`config.mk`:
```
export PLATFORM = sky130hd
export DESIGN_NAME = counter_nbit
export DESIGN_NICKNAME = d
export VERILOG_FILES = /design/src/rtl/counter_nbit_pkg.sv /design/src/rtl/counter_nbit_prescaler.sv /design/src/rtl/counter_nbit.sv
export SDC_FILE = /design/constraint.sdc
export NUM_CORES = 1
export LEC_CHECK = 0
export ABC_AREA = 1
export BUFFER_PORTS_ARGS = -buffer_cell sky130_fd_sc_hd__buf_2
export CORE_MARGIN = 1.5
export CORE_UTILIZATION = 35
export CTS_CLUSTER_SIZE = 40
export DETAILED_ROUTE_END_ITERATION = 6
export PLACE_DENSITY_LB_ADDON = 0.12
export SYNTH_ARGS = -nofsm -noshare
export SYNTH_HDL_FRONTEND = slang
export SYNTH_SLANG_ARGS = --single-unit
```
`constraint.sdc`:
```
create_clock -name clk -period 1.5 [get_ports clk]
set_input_delay 0.15 -clock clk [delete_from_list [all_inputs] [get_ports clk]]
set_output_delay 0.15 -clock clk [all_outputs]
set_load 0.1 [all_outputs]
```
`src/rtl/counter_nbit_pkg.sv`:
```
// -----------------------------------------------------------------------------
// counter_nbit_pkg
// Shared definitions for the counter_nbit counting primitive:
//   cnt_dir_e      - direction encoding for the dir input
//   CNT_MODE_WRAP  - SATURATE value selecting wrap-around at the limits
//   CNT_MODE_SAT   - SATURATE value selecting hold at the limits
//   clamp_to_max() - limits a value to a maximum (used for reset and load)
// -----------------------------------------------------------------------------
package counter_nbit_pkg;

   typedef enum logic {
      CNT_DIR_UP   = 1'b0,
      CNT_DIR_DOWN = 1'b1
   } cnt_dir_e;

   localparam int CNT_MODE_WRAP = 0;
   localparam int CNT_MODE_SAT  = 1;

   // 33 bits so that any WIDTH up to 32 fits without sign or overflow issues.
   function automatic logic [32:0] clamp_to_max(input logic [32:0] value,
                                                input logic [32:0] max);
      return (value > max) ? max : value;
   endfunction

endpackage

```
`src/rtl/counter_nbit_prescaler.sv`:
```
// -----------------------------------------------------------------------------
// counter_nbit_prescaler
// Modulo-PRESCALE enable divider: en_out is asserted on every PRESCALE-th
// cycle in which en_in is high. The phase holds while en_in is low.
// Ports:
//   clk    in  rising-edge clock
//   rst    in  synchronous active-high reset (phase <= 0)
//   clr    in  synchronous phase clear (phase <= 0)
//   en_in  in  qualified enable to be divided
//   en_out out combinational: en_in on the last phase of the divider
// -----------------------------------------------------------------------------
module counter_nbit_prescaler #(
   parameter int PRESCALE = 4
) (
   input  logic clk,
   input  logic rst,
   input  logic clr,
   input  logic en_in,
   output logic en_out
);

   localparam int            L_W    = (PRESCALE > 2) ? $clog2(PRESCALE) : 1;
   localparam logic [L_W-1:0] L_LAST = L_W'(PRESCALE - 1);

   logic [L_W-1:0] r_div;

   assign en_out = en_in && (r_div == L_LAST);

   always_ff @(posedge clk) begin
      if (rst || clr) begin
         r_div <= '0;
      end else if (en_in) begin
         r_div <= (r_div == L_LAST) ? '0 : r_div + 1'b1;
      end
   end

endmodule

```
`src/rtl/counter_nbit.sv`:
```
// -----------------------------------------------------------------------------
// counter_nbit
// Parametrised synchronous up/down counter with modulus MAX_COUNT+1, parallel
// load, wrap or saturate at the limits, terminal-count pulse and sticky flag.
// Optional enable prescaler: define COUNTER_NBIT_PRESCALE_EN to make the
// counter step only on every PRESCALE-th enable=1 cycle.
// Ports:
//   clk        in  rising-edge clock
//   rst        in  synchronous active-high reset (overrides everything)
//   enable     in  count qualifier
//   dir        in  0 = up, 1 = down
//   load       in  parallel load strobe (beats enable)
//   load_value in  [WIDTH] value taken on load, clamped to MAX_COUNT
//   clr_flag   in  clears wrap_flag (a simultaneous limit event wins)
//   count      out [WIDTH] registered count
//   tc         out registered one-cycle pulse on each limit event
//   wrap_flag  out sticky limit-event flag
//   at_limit   out combinational: next step in direction dir is a limit event
// -----------------------------------------------------------------------------
module counter_nbit
   import counter_nbit_pkg::*;
#(
   parameter int               WIDTH       = 8,
   parameter logic [WIDTH-1:0] MAX_COUNT   = {WIDTH{1'b1}},
   parameter logic [WIDTH-1:0] RESET_VALUE = {WIDTH{1'b1}},
   parameter int               SATURATE    = CNT_MODE_WRAP,
   parameter int               PRESCALE    = 4
) (
   input  logic             clk,
   input  logic             rst,
   input  logic             enable,
   input  logic             dir,
   input  logic             load,
   input  logic [WIDTH-1:0] load_value,
   input  logic             clr_flag,
   output logic [WIDTH-1:0] count,
   output logic             tc,
   output logic             wrap_flag,
   output logic             at_limit
);

   localparam logic [32:0]      L_RESET_FULL = clamp_to_max(33'(RESET_VALUE), 33'(MAX_COUNT));
   localparam logic [WIDTH-1:0] L_RESET      = L_RESET_FULL[WIDTH-1:0];

   logic [WIDTH-1:0] r_count;
   logic             r_tc;
   logic             r_wrap_flag;

   cnt_dir_e         w_dir;
   logic             w_at_limit;
   logic             w_step;
   logic [32:0]      w_load_full;
   logic [WIDTH-1:0] w_load_clamped;
   logic [WIDTH:0]   w_up_sum;
   logic [WIDTH-1:0] w_dn_diff;
   logic [WIDTH-1:0] w_count_next;
   logic             w_unused;

   assign w_dir = cnt_dir_e'(dir);

   assign w_at_limit = ((w_dir == CNT_DIR_UP)   && (r_count == MAX_COUNT)) ||
                       ((w_dir == CNT_DIR_DOWN) && (r_count == '0));

   assign w_load_full    = clamp_to_max(33'(load_value), 33'(MAX_COUNT));
   assign w_load_clamped = w_load_full[WIDTH-1:0];

   // Step qualifier. load has priority, so a loading cycle never counts as a
   // qualified enable for either the counter or the prescaler.
`ifdef COUNTER_NBIT_PRESCALE_EN
   counter_nbit_prescaler #(
      .PRESCALE (PRESCALE)
   ) u_prescaler (
      .clk    (clk),
      .rst    (rst),
      .clr    (load),
      .en_in  (enable && !load),
      .en_out (w_step)
   );
`else
   assign w_step = enable && !load;
`endif

   // The limit check runs before the increment is used, so the sum never has
   // to wrap at 2**WIDTH; the extra sum bit only guards MAX_COUNT=2**WIDTH-1.
   assign w_up_sum  = {1'b0, r_count} + 1'b1;
   assign w_dn_diff = r_count - 1'b1;

   always_comb begin
      w_count_next = r_count;
      if (w_at_limit) begin
         if (SATURATE == CNT_MODE_SAT) begin
            w_count_next = r_count;
         end else if (w_dir == CNT_DIR_UP) begin
            w_count_next = '0;
         end else begin
            w_count_next = MAX_COUNT;
         end
      end else if (w_dir == CNT_DIR_UP) begin
         w_count_next = w_up_sum[WIDTH-1:0];
      end else begin
         w_count_next = w_dn_diff;
      end
   end

   always_ff @(posedge clk) begin
      if (rst) begin
         r_count     <= L_RESET;
         r_tc        <= 1'b0;
         r_wrap_flag <= 1'b0;
      end else if (load) begin
         r_count <= w_load_clamped;
         r_tc    <= 1'b0;
         if (clr_flag) begin
            r_wrap_flag <= 1'b0;
         end
      end else begin
         if (w_step) begin
            r_count <= w_count_next;
            r_tc    <= w_at_limit;
         end else begin
            r_tc    <= 1'b0;
         end
         // Set beats clear when both happen on the same edge.
         if (w_step && w_at_limit) begin
            r_wrap_flag <= 1'b1;
         end else if (clr_flag) begin
            r_wrap_flag <= 1'b0;
         end
      end
   end

   // Bits that are structurally never needed (carry-out, clamp upper bits)
   // and the prescale ratio when the prescaler is not built.
   assign w_unused = w_up_sum[WIDTH] ^ (^w_load_full[32:WIDTH]) ^ (PRESCALE < 2);

   assign count     = r_count;
   assign tc        = r_tc;
   assign wrap_flag = r_wrap_flag;
   assign at_limit  = w_at_limit;

endmodule
```
==> impl_metrics.toml, run 1 <==
[run_status]
status = "finished with violations"
violations = "negative setup slack"

[placement]
dp_cells = 194
port-buffer-count = 24
gp_congestion = 0.7773
pre_cts_slack_ps = 10.56
hpwl_um = 1819

[clock_network]
clockBufferDepth = 2
clk_pin_slew_worst_paths_ps = 70
postCtsHoldBufs = 0
clk_latency_ps = 260
cts_tree = "done"
cts-buffers-inserted = 3
cts_root_buffer = "clkbuf_4"
htreeDepth = 1
cts_sinks = 10

[die]
rows = 18
die_h_um = 53.98
ios = 25
initial_core_util_pct = 36.72
core_area_mm2 = 0.002477
die_w_um = 53.98
die_area_mm2 = 0.002914

[logic_synthesis]
ys_seq_area_share_pct = 22.01
syn_area_per_cell_um2 = 6.591
netlist_instances = 138
ys_warn_count = 0
synth.distinct_cells = 27
synth-seq-cells = 10
netlist_area_um2 = 909.6
syn_nets = 159

[setup_path]
r2r-start = "count[3]$_SDFFE_PP1P_"
ff2ff_setup_slack_ps = 0
worstRegToRegCells = 11
r2r_end = "count[7]$_SDFFE_PP1P_"
path_max_fanout = 5
crit_path_start_kind = "flip-flop"
required_ps = 1350
worstSetupPathType = "flip-flop to output pin"
end_kind = "output pin"
arrival_ps = 1360

[timing]
setup_ws_ps = -10.59
tightest_slew_ps = 491.7
hold_viol = 0
finalCriticalPeriod_ps = 1511
maxSlewHeadroom_pct = 67.45
fmax_mhz = 662.0
rsz0062_at_grt = "true"
period_share_pct = 100.7
setup_viol = 2
final_max_slew_viol_count = 0
fin_worst_skew_ps = 10.42

[power]
leakage_nw = 0.7434
p_int_mw = 0.6396
pwr-share-comb_pct = 57.4
pwr-share-seq_pct = 27.1
power_mw = 1.190
irDropWorstVdd_mv = 0.5380
p_sw_share_pct = 46.25
power.density_mw_per_mm2 = 832.7
p_sw_mw = 0.5503
pwr-share-clk_pct = 15.5

[routing]
drt-total-wl_um = 2505
num_vias = 1049
viasPerCell = 4.948
drtIter0Drc = 26
wl_per_cell_um = 11.82
postRouteAntennaNets = 0
drt_first_pass_iters = 4
drc = 0

[min_path]
hp-class = "input pin to flip-flop"
hold_path.startpoint = "clr_flag"
min_delay_worst_endpoint = "wrap_flag$_SDFF_PP0_"
whs_path_depth = 2

[grt]
use_met3_pct = 1.111
top_usage_layer = "met2"
grt_util_all_layers_pct = 18.50
grt_pass1_vias = 891
grt_util_met1_pct = 25.21
antenna_found_initial = 0
grt_pass1_wl_um = 3953
grtUsageMet2_pct = 30.28
grt_max_degree = 12
overflow = 0

[finish]
layout-drive-gt1-share_pct = 49.45
instances_no_fill = 212
multi_input_area_um2 = 743.2
n_antenna_cell = 0
fin_nets = 204
ff_latch_area_um2 = 230.2
final_util_pct = 57.68
nFillCells = 257
areaGrowthSynthToFinish_pct = 57.08

[flow_run]
cap_violations = 0
## routing by layer
layer / vias to the layer above / routed length, um
met2: 30 / 1222
met4: 0 / 17
met1: 481 / 1156
li1: 536 / -
met3: 2 / 109
met5: - / 0
## worst max-delay path, stage by stage (launching register included)
cell,delay [ps]
dfxtp_4,370
or2_4,260
nor2_4,130
nand2_4,90
nand2_8,80
buf_12,170
## kinds of logic after synthesis
group | count (synthesis) | synth area share (%)
compound gates | 16 | 11.42
buf+inv | 27 | 11.28
flops | 10 | 22.01
fa+ha+maj | 7 | 10.45
simple gates | 76 | 42.92
xor+xnor | 2 | 1.926
## cells in the mapped netlist (all sizes together)
library cell  instances  area share (%)
ha                    6             8.3
xnor2                 1            0.96
a221oi                4             3.9
buf                   1            0.55
or2                   2             1.7
a21oi                 8             4.4
nor2                  6             3.6
inv                  26              11
nand2                47              20
a22oi                 2             1.7
nand4                 2             1.4
nand3                15              11
fa                    1             2.2
o21ai                 2             1.5
nor3                  2             3.6
dfxtp                10              22
nand3b                2             2.1
xor2                  1            0.96
## layout by cell type (no fill, tap or decap), drive strengths merged
cell type | netlist | routed
a21oi | 8 | 8
a221oi | 4 | 4
a22oi | 2 | 2
buf | 1 | 41
clkbuf | 0 | 3
clkinv | 0 | 1
dfxtp | 10 | 10
fa | 1 | 1
ha | 6 | 6
inv | 26 | 26
nand2 | 47 | 47
nand3 | 15 | 15
nand3b | 2 | 2
nand4 | 2 | 2
nor2 | 6 | 6
nor3 | 2 | 2
o21ai | 2 | 2
or2 | 2 | 2
xnor2 | 1 | 1
xor2 | 1 | 1
## power groups by stage
stage	logic, mW	registers, mW	clock network [mW]
global placement	0.582	0.331	0
global route	0.744	0.326	0.210
CTS	0.620	0.319	0.200
floorplan	0.309	0.478	0
finish	0.682	0.323	0.185
detailed placement	0.581	0.330	0
## per-stage QoR
stage | TNS (ps) | hold slack (ps) | instance area, um2
2_1_floorplan | -43.92 | 236.1 | 1026
3_3_place_gp | 0 | 337.1 | 1229
3_5_place_dp | 0 | 341.7 | 1229
4_1_cts | -43.31 | 57.49 | 1340
5_1_grt | -298.5 | 60.36 | 1429
6_report | -13.17 | 70.89 | 1429
## area by class of cell
class | count | area share (%)
tap | 30 | 2.627
timing repair buffer | 41 | 20.05
inverter | 26 | 7.356
multi-input combinational | 101 | 52.01
clock buffer | 3 | 1.576
sequential | 10 | 16.11
clock inverter | 1 | 0.2627
## how the worst max path moves through the flow
stage / start / endpoint / slack [ps] / cells past startpoint
floorplan: count[1]$_SDFFE_PP1P_ / count[6]$_SDFFE_PP1P_ / -20 / 10
global placement: dir / count[7]$_SDFFE_PP1P_ / 20 / 12
detailed placement: dir / count[7]$_SDFFE_PP1P_ / 10 / 12
CTS: count[3]$_SDFFE_PP1P_ / at_limit / -40 / 6
global route: count[3]$_SDFFE_PP1P_ / count[7]$_SDFFE_PP1P_ / -80 / 11
finish: count[7]$_SDFFE_PP1P_ / at_limit / -10 / 5
## state kept, by name (all words and copies together), names as in the netlist
register   cells
count          8
tc             1
wrap_flag      1
## what timing repair did
item / CTS / global route
hold endpoints to repair: 0 / 0
cloned: 0 / 0
pin swaps: 8 / 18
gates resized for setup: 6 / 16
buffers inserted: 10 / 4
setup endpoints to repair: 1 / 6
Power figures use the tool's default switching activity.
==> inputs of run 2 (changes only) <==
- clock period: 1.5 -> 1.93 ns (I/O delays scaled with it)
==> impl_metrics.toml, run 2 (synthesized netlist as in run 1, its figures left out) <==
[finish]
areaGrowthSynthToFinish_pct = 20.63
n_antenna_cell = 0
ff_latch_area_um2 = 210.2
fin_area_mm2 = 0.001097
fin_nets = 187
multi_input_area_um2 = 606.8
largest_reg_flops = 8
layout-drive-gt1-share_pct = 30.49
final_common_cell = "nand2_1"
nFillCells = 282
layout_common_cells = "nand2_1 (45), inv_1 (23), buf_2 (23)"

[setup_path]
slowest_delay_ps = 370
slowest_stage = "dfxtp_2"
cp.depth = 5
critPathBufInv = 2
end_kind = "output pin"
arrival_ps = 1540
crit_path_start_kind = "flip-flop"
worstSetupPathType = "flip-flop to output pin"
crit_family = "simple AND/OR/NAND/NOR gates"
worstRegToRegCells = 10
path_max_fanout = 8
cp_cell_sequence = "inv_1, nor3_4, nand3_4, nand2_2, clkbuf_4"
required_ps = 1740

[timing]
setup_viol = 0
final_max_slew_viol_count = 0
setup_ws_ps = 200.7
hold_viol = 0
finalCriticalPeriod_ps = 1729
fin_worst_skew_ps = 3.389
maxSlewHeadroom_pct = 52.94
tightest_slew_ps = 703.3
fmax_mhz = 578.3
rsz0062_at_grt = "false"
period_share_pct = 89.60
setup-tns-final_ps = 0

[placement]
pre_cts_slack_ps = 291.0
gp_congestion = 0.7742
port-buffer-count = 24
dpl_cell_area_mm2 = 0.001072
hpwl_um = 1783

[die]
ios = 25
rows = 18
die_h_um = 53.98
initial_core_util_pct = 36.72
core_area_mm2 = 0.002477
die_area_mm2 = 0.002914
die_w_um = 53.98

[routing]
drt-total-wl_um = 2206
drc = 0
num_vias = 916
postRouteAntennaNets = 0
drt_first_pass_iters = 4
drtIter0Drc = 21
wl_per_cell_um = 11.37
viasPerCell = 4.722

[power]
leakage_nw = 0.6217
power.density_mw_per_mm2 = 735.2
p_int_mw = 0.4194
power_mw = 0.8067
pwr-share-clk_pct = 18.1
pwr-share-seq_pct = 30.9
p_sw_mw = 0.3873
irDropWorstVdd_mv = 0.5073
pwr-share-comb_pct = 51.0
p_sw_share_pct = 48.01

[run_status]
status = "completed"

[clock_network]
post-cts-setup-buffers = 0
clk_pin_slew_worst_paths_ps = 70
clockBufferDepth = 2
cts_sinks = 10
cts_tree = "done"
clk_latency_ps = 260
postCtsHoldBufs = 0
cts_root_buffer = "clkbuf_4"
htreeDepth = 1
cts-buffers-inserted = 3

[grt]
grt_max_degree = 12
grt_util_all_layers_pct = 16.35
grt_pass1_wl_um = 3477
grt_pass1_vias = 803
antenna_found_initial = 0
overflow = 0

[min_path]
whs_path_depth = 2
hp-class = "input pin to flip-flop"

[flow_run]
cap_violations = 0
[run 2: changes by cell type in the layout (fill, tap and decap cells not counted), sizes merged]
cell    before  now
buf         41   23
clkbuf       3    4
clkinv       1    0
[run 2: power by group through the flow]
stage / Combinational, mW / Clock, mW / Sequential [mW]
after floorplan: 0.219 / 0 / 0.368
after global placement: 0.410 / 0 / 0.254
after detailed placement: 0.415 / 0 / 0.254
after CTS: 0.416 / 0.150 / 0.250
after global routing: 0.455 / 0.161 / 0.252
final: 0.411 / 0.146 / 0.249
[run 2: per-stage QoR]
step	util, %	std cells	hold WS, ps
2_1_floorplan	-	138	279.1
3_5_place_dp	43.28	191	378.1
4_1_cts	44.19	194	97.52
5_1_grt	44.29	194	96.83
3_3_place_gp	43.28	191	378.4
6_report	44.29	194	99.69
[run 2: final cells by class]
type / instances / share of cell area, %
clock buffer: 3 / 2.052
sequential: 10 / 19.16
tap: 30 / 3.421
multi-input combinational: 101 / 55.30
inverter: 26 / 8.894
timing repair buffer: 24 / 11.17
[run 2: layer usage]
layer / track usage (%) / share of wire (%) / vias up
met2: 28.25 / 48 / 16
met3: 4.444 / 3.4 / 0
met5: 0 / 0 / -
met1: 21.02 / 49 / 399
met4: 1.250 / 0 / 0
li1: - / - / 501
[run 2: final timing paths]
path / endpoint / start / slack (ps)
setup / recovery: at_limit / count[2]$_SDFFE_PP1P_ / 200
hold / removal: wrap_flag$_SDFF_PP0_ / clr_flag / 100
setup reg to reg: count[6]$_SDFFE_PP1P_ / count[0]$_SDFFE_PP1P_ / 400
hold reg to reg: wrap_flag$_SDFF_PP0_ / wrap_flag$_SDFF_PP0_ / 480
[run 2: repair_timing]
action,in CTS,in global routing
setup endpoints to repair,0,1
gates resized for setup,0,1
endpoints found under the hold margin,0,0
==> inputs of run 3 (changes only) <==
--- a/config.mk
+++ b/config.mk
@@ -6,5 +6,5 @@
 export NUM_CORES = 1
 export LEC_CHECK = 0
-export ABC_AREA = 1
+export ABC_AREA = 0
 export BUFFER_PORTS_ARGS = -buffer_cell sky130_fd_sc_hd__buf_2
 export CORE_MARGIN = 1.5
==> constraint.sdc (replaced) <==
create_clock -name clk -period 1.93 [get_ports clk]
set_input_delay 0.0965 -clock clk [delete_from_list [all_inputs] [get_ports clk]]
set_output_delay 0.0965 -clock clk [all_outputs]
set_load 0.1 [all_outputs]
==> impl_metrics.toml, run 3 <==
[clock_network]
clockBufferDepth = 2
postCtsHoldBufs = 0
clk_latency_ps = 270
cts_tree = "done"
cts-buffers-inserted = 3
cts_sinks = 10
post-cts-setup-buffers = 0
cts_resized = 0
clk_pin_slew_worst_paths_ps = 70
htreeDepth = 1
cts_root_buffer = "clkbuf_4"

[power]
irDropWorstVdd_mv = 0.4212
power.density_mw_per_mm2 = 757.8
power_mw = 0.7623
leakage_nw = 0.4310

[routing]
drc = 0
postRouteAntennaNets = 0
num_vias = 798
drt_first_pass_iters = 4
viasPerCell = 5.320
wl_per_cell_um = 13.21
drt-total-wl_um = 1982
drtIter0Drc = 20

[logic_synthesis]
synth_xor_area_share_pct = 6.532
ys_warn_count = 0
synth-simple-area-share_pct = 28.30
async_flop_share_pct = 0
netlist_instances = 98
synthAdderAreaFrac_pct = 11.82
synth-edff-count = 0
yosysTopAreaCellShare_pct = 24.88
synthTopCellsByCount = "nor2_1 (13), dfxtp_1 (10), o21ai_0 (7)"
ys.flop_type = "dfxtp_1"
netlist_area_um2 = 804.5
synth.distinct_cells = 34
ys_seq_area_share_pct = 24.88
synth_most_common_cell = "nor2_1"
synth_top_family_by_area = "simple AND/OR/NAND/NOR gates"
synth-compound-area-share_pct = 23.17
ys_top_cells_by_area = "dfxtp_1 (25%), ha_1 (9.3%), nor2_1 (6.1%)"
syn_area_per_cell_um2 = 8.209
synth_mux_area_share_pct = 1.244
synth-seq-cells = 10
yosysTopAreaCell = "dfxtp_1"
syn_nets = 119

[grt]
grt_pass1_wl_um = 3429
antenna_found_initial = 0
overflow = 0
grt_pass1_vias = 749
grt_util_all_layers_pct = 17.64
grt_max_degree = 18

[die]
die_area_mm2 = 0.002595
core_area_mm2 = 0.002191
initial_core_util_pct = 36.72
ios = 25
die_h_um = 50.95
rows = 17
die_w_um = 50.95

[finish]
instances_no_fill = 150
fin_nets = 144
layout-drive-gt1-share_pct = 34.43
n_antenna_cell = 0
final_util_pct = 45.92
largest_reg_flops = 8
areaGrowthSynthToFinish_pct = 25.04
final_common_cell = "buf_2"
layout_common_cells = "buf_2 (23), nor2_1 (13), o21ai_0 (7)"
fin_area_mm2 = 0.001006

[timing]
period_share_pct = 92.27
hold_viol = 0
whs_ps = 54.98
fmax_mhz = 561.5
maxSlewHeadroom_pct = 67.37
finalCriticalPeriod_ps = 1781
setup_viol = 0
tightest_slew_ps = 492.9
rsz0062_at_grt = "false"
fin_worst_skew_ps = 4.920
final_max_slew_viol_count = 0

[setup_path]
end_kind = "output pin"
r2r_end = "count[4]$_SDFFE_PP1P_"
required_ps = 1830
crit_path_start_kind = "flip-flop"
path_max_fanout = 7
r2r-start = "count[0]$_SDFFE_PP1P_"
worstRegToRegCells = 6
arrival_ps = 1680
ff2ff_setup_slack_ps = 230
worstSetupPathType = "flip-flop to output pin"

[flow_run]
cap_violations = 0

[run_status]
status = "completed"

[placement]
dpl_cell_area_um2 = 979.7
port-buffer-count = 24
hpwl_um = 1526
gp_congestion = 0.8527
dp_cells = 146

[min_path]
hold_path.startpoint = "load_value[3]"
whs_path_depth = 2
hp-class = "input pin to flip-flop"
min_delay_worst_endpoint = "count[3]$_SDFFE_PP1P_"
==> run 3: cell count changes in the layout (fill, tap and decap cells not counted), moves of 4 or more <==
cell      delta
nand2_1     -41
nand2b_1     +4
nand3_1     -11
o21ai_0      +7
nor2_1       +9
inv_1       -19
a221oi_1     -4
==> run 3: cell families after synthesis <==
| logic type | after synthesis |
|---|---|
| AO/OA/AOI/OAI | 27 |
| XOR/XNOR | 6 |
| adder cells (fa/ha/maj) | 7 |
| buffers and inverters | 8 |
| flip-flops | 10 |
| multiplexers | 1 |
| AND/OR/NAND/NOR | 39 |
==> run 3: layer usage <==
metal	vias to the layer above	track usage (%)	wire (um)
li1	405	-	-
met5	-	0	0
met2	22	27.92	947
met1	369	24.59	944
met4	0	5.405	3
met3	2	2.632	87
==> run 3: metrics by stage <==
| step | setup TNS [ps] | setup WS [ps] |
|---|---|---|
| CTS | 0 | 136.1 |
| global route | 0 | 50.64 |
| detailed placement | 0 | 178.5 |
| global placement | 0 | 215.1 |
| finish | 0 | 149.1 |
| floorplan | -34.64 | -34.64 |
==> run 3: worst max-delay path, stage by stage, from the launching register on <==
cell and delay, ps:
dfxtp_2 380, nand4_1 160, nor4b_4 470, nand2b_4 230, buf_12 180
==> run 3: how the worst max path moves through the flow <==
| stage | from | to | slack [ps] | cells after the start |
|---|---|---|---|---|
| after detailed placement | dir | count[4]$_SDFFE_PP1P_ | 180 | 7 |
| final | count[3]$_SDFFE_PP1P_ | at_limit | 150 | 4 |
| after global routing | count[3]$_SDFFE_PP1P_ | at_limit | 50 | 4 |
| after global placement | dir | count[4]$_SDFFE_PP1P_ | 220 | 7 |
| after CTS | count[3]$_SDFFE_PP1P_ | at_limit | 140 | 4 |
| after floorplan | count[2]$_SDFFE_PP1P_ | wrap_flag$_SDFF_PP0_ | -30 | 5 |
==> run 3: where the power goes <==
group / leakage [nW] / total (mW) / internal, mW / switching (mW)
clock: 0.0150 / 0.158 / 0.0800 / 0.0776
sequential: 0.0817 / 0.251 / 0.226 / 0.0252
combinational: 0.334 / 0.354 / 0.114 / 0.240
total: 0.431 / 0.762 / 0.420 / 0.343
==> run 3: cell type report <==
class | instances | area (um2)
timing repair buffer | 24 | 135.1
clock buffer | 4 | 26.28
inverter | 4 | 15.01
tap | 28 | 35.03
sequential | 10 | 215.2
multi-input combinational | 80 | 579.3
fill | 232 | 1185
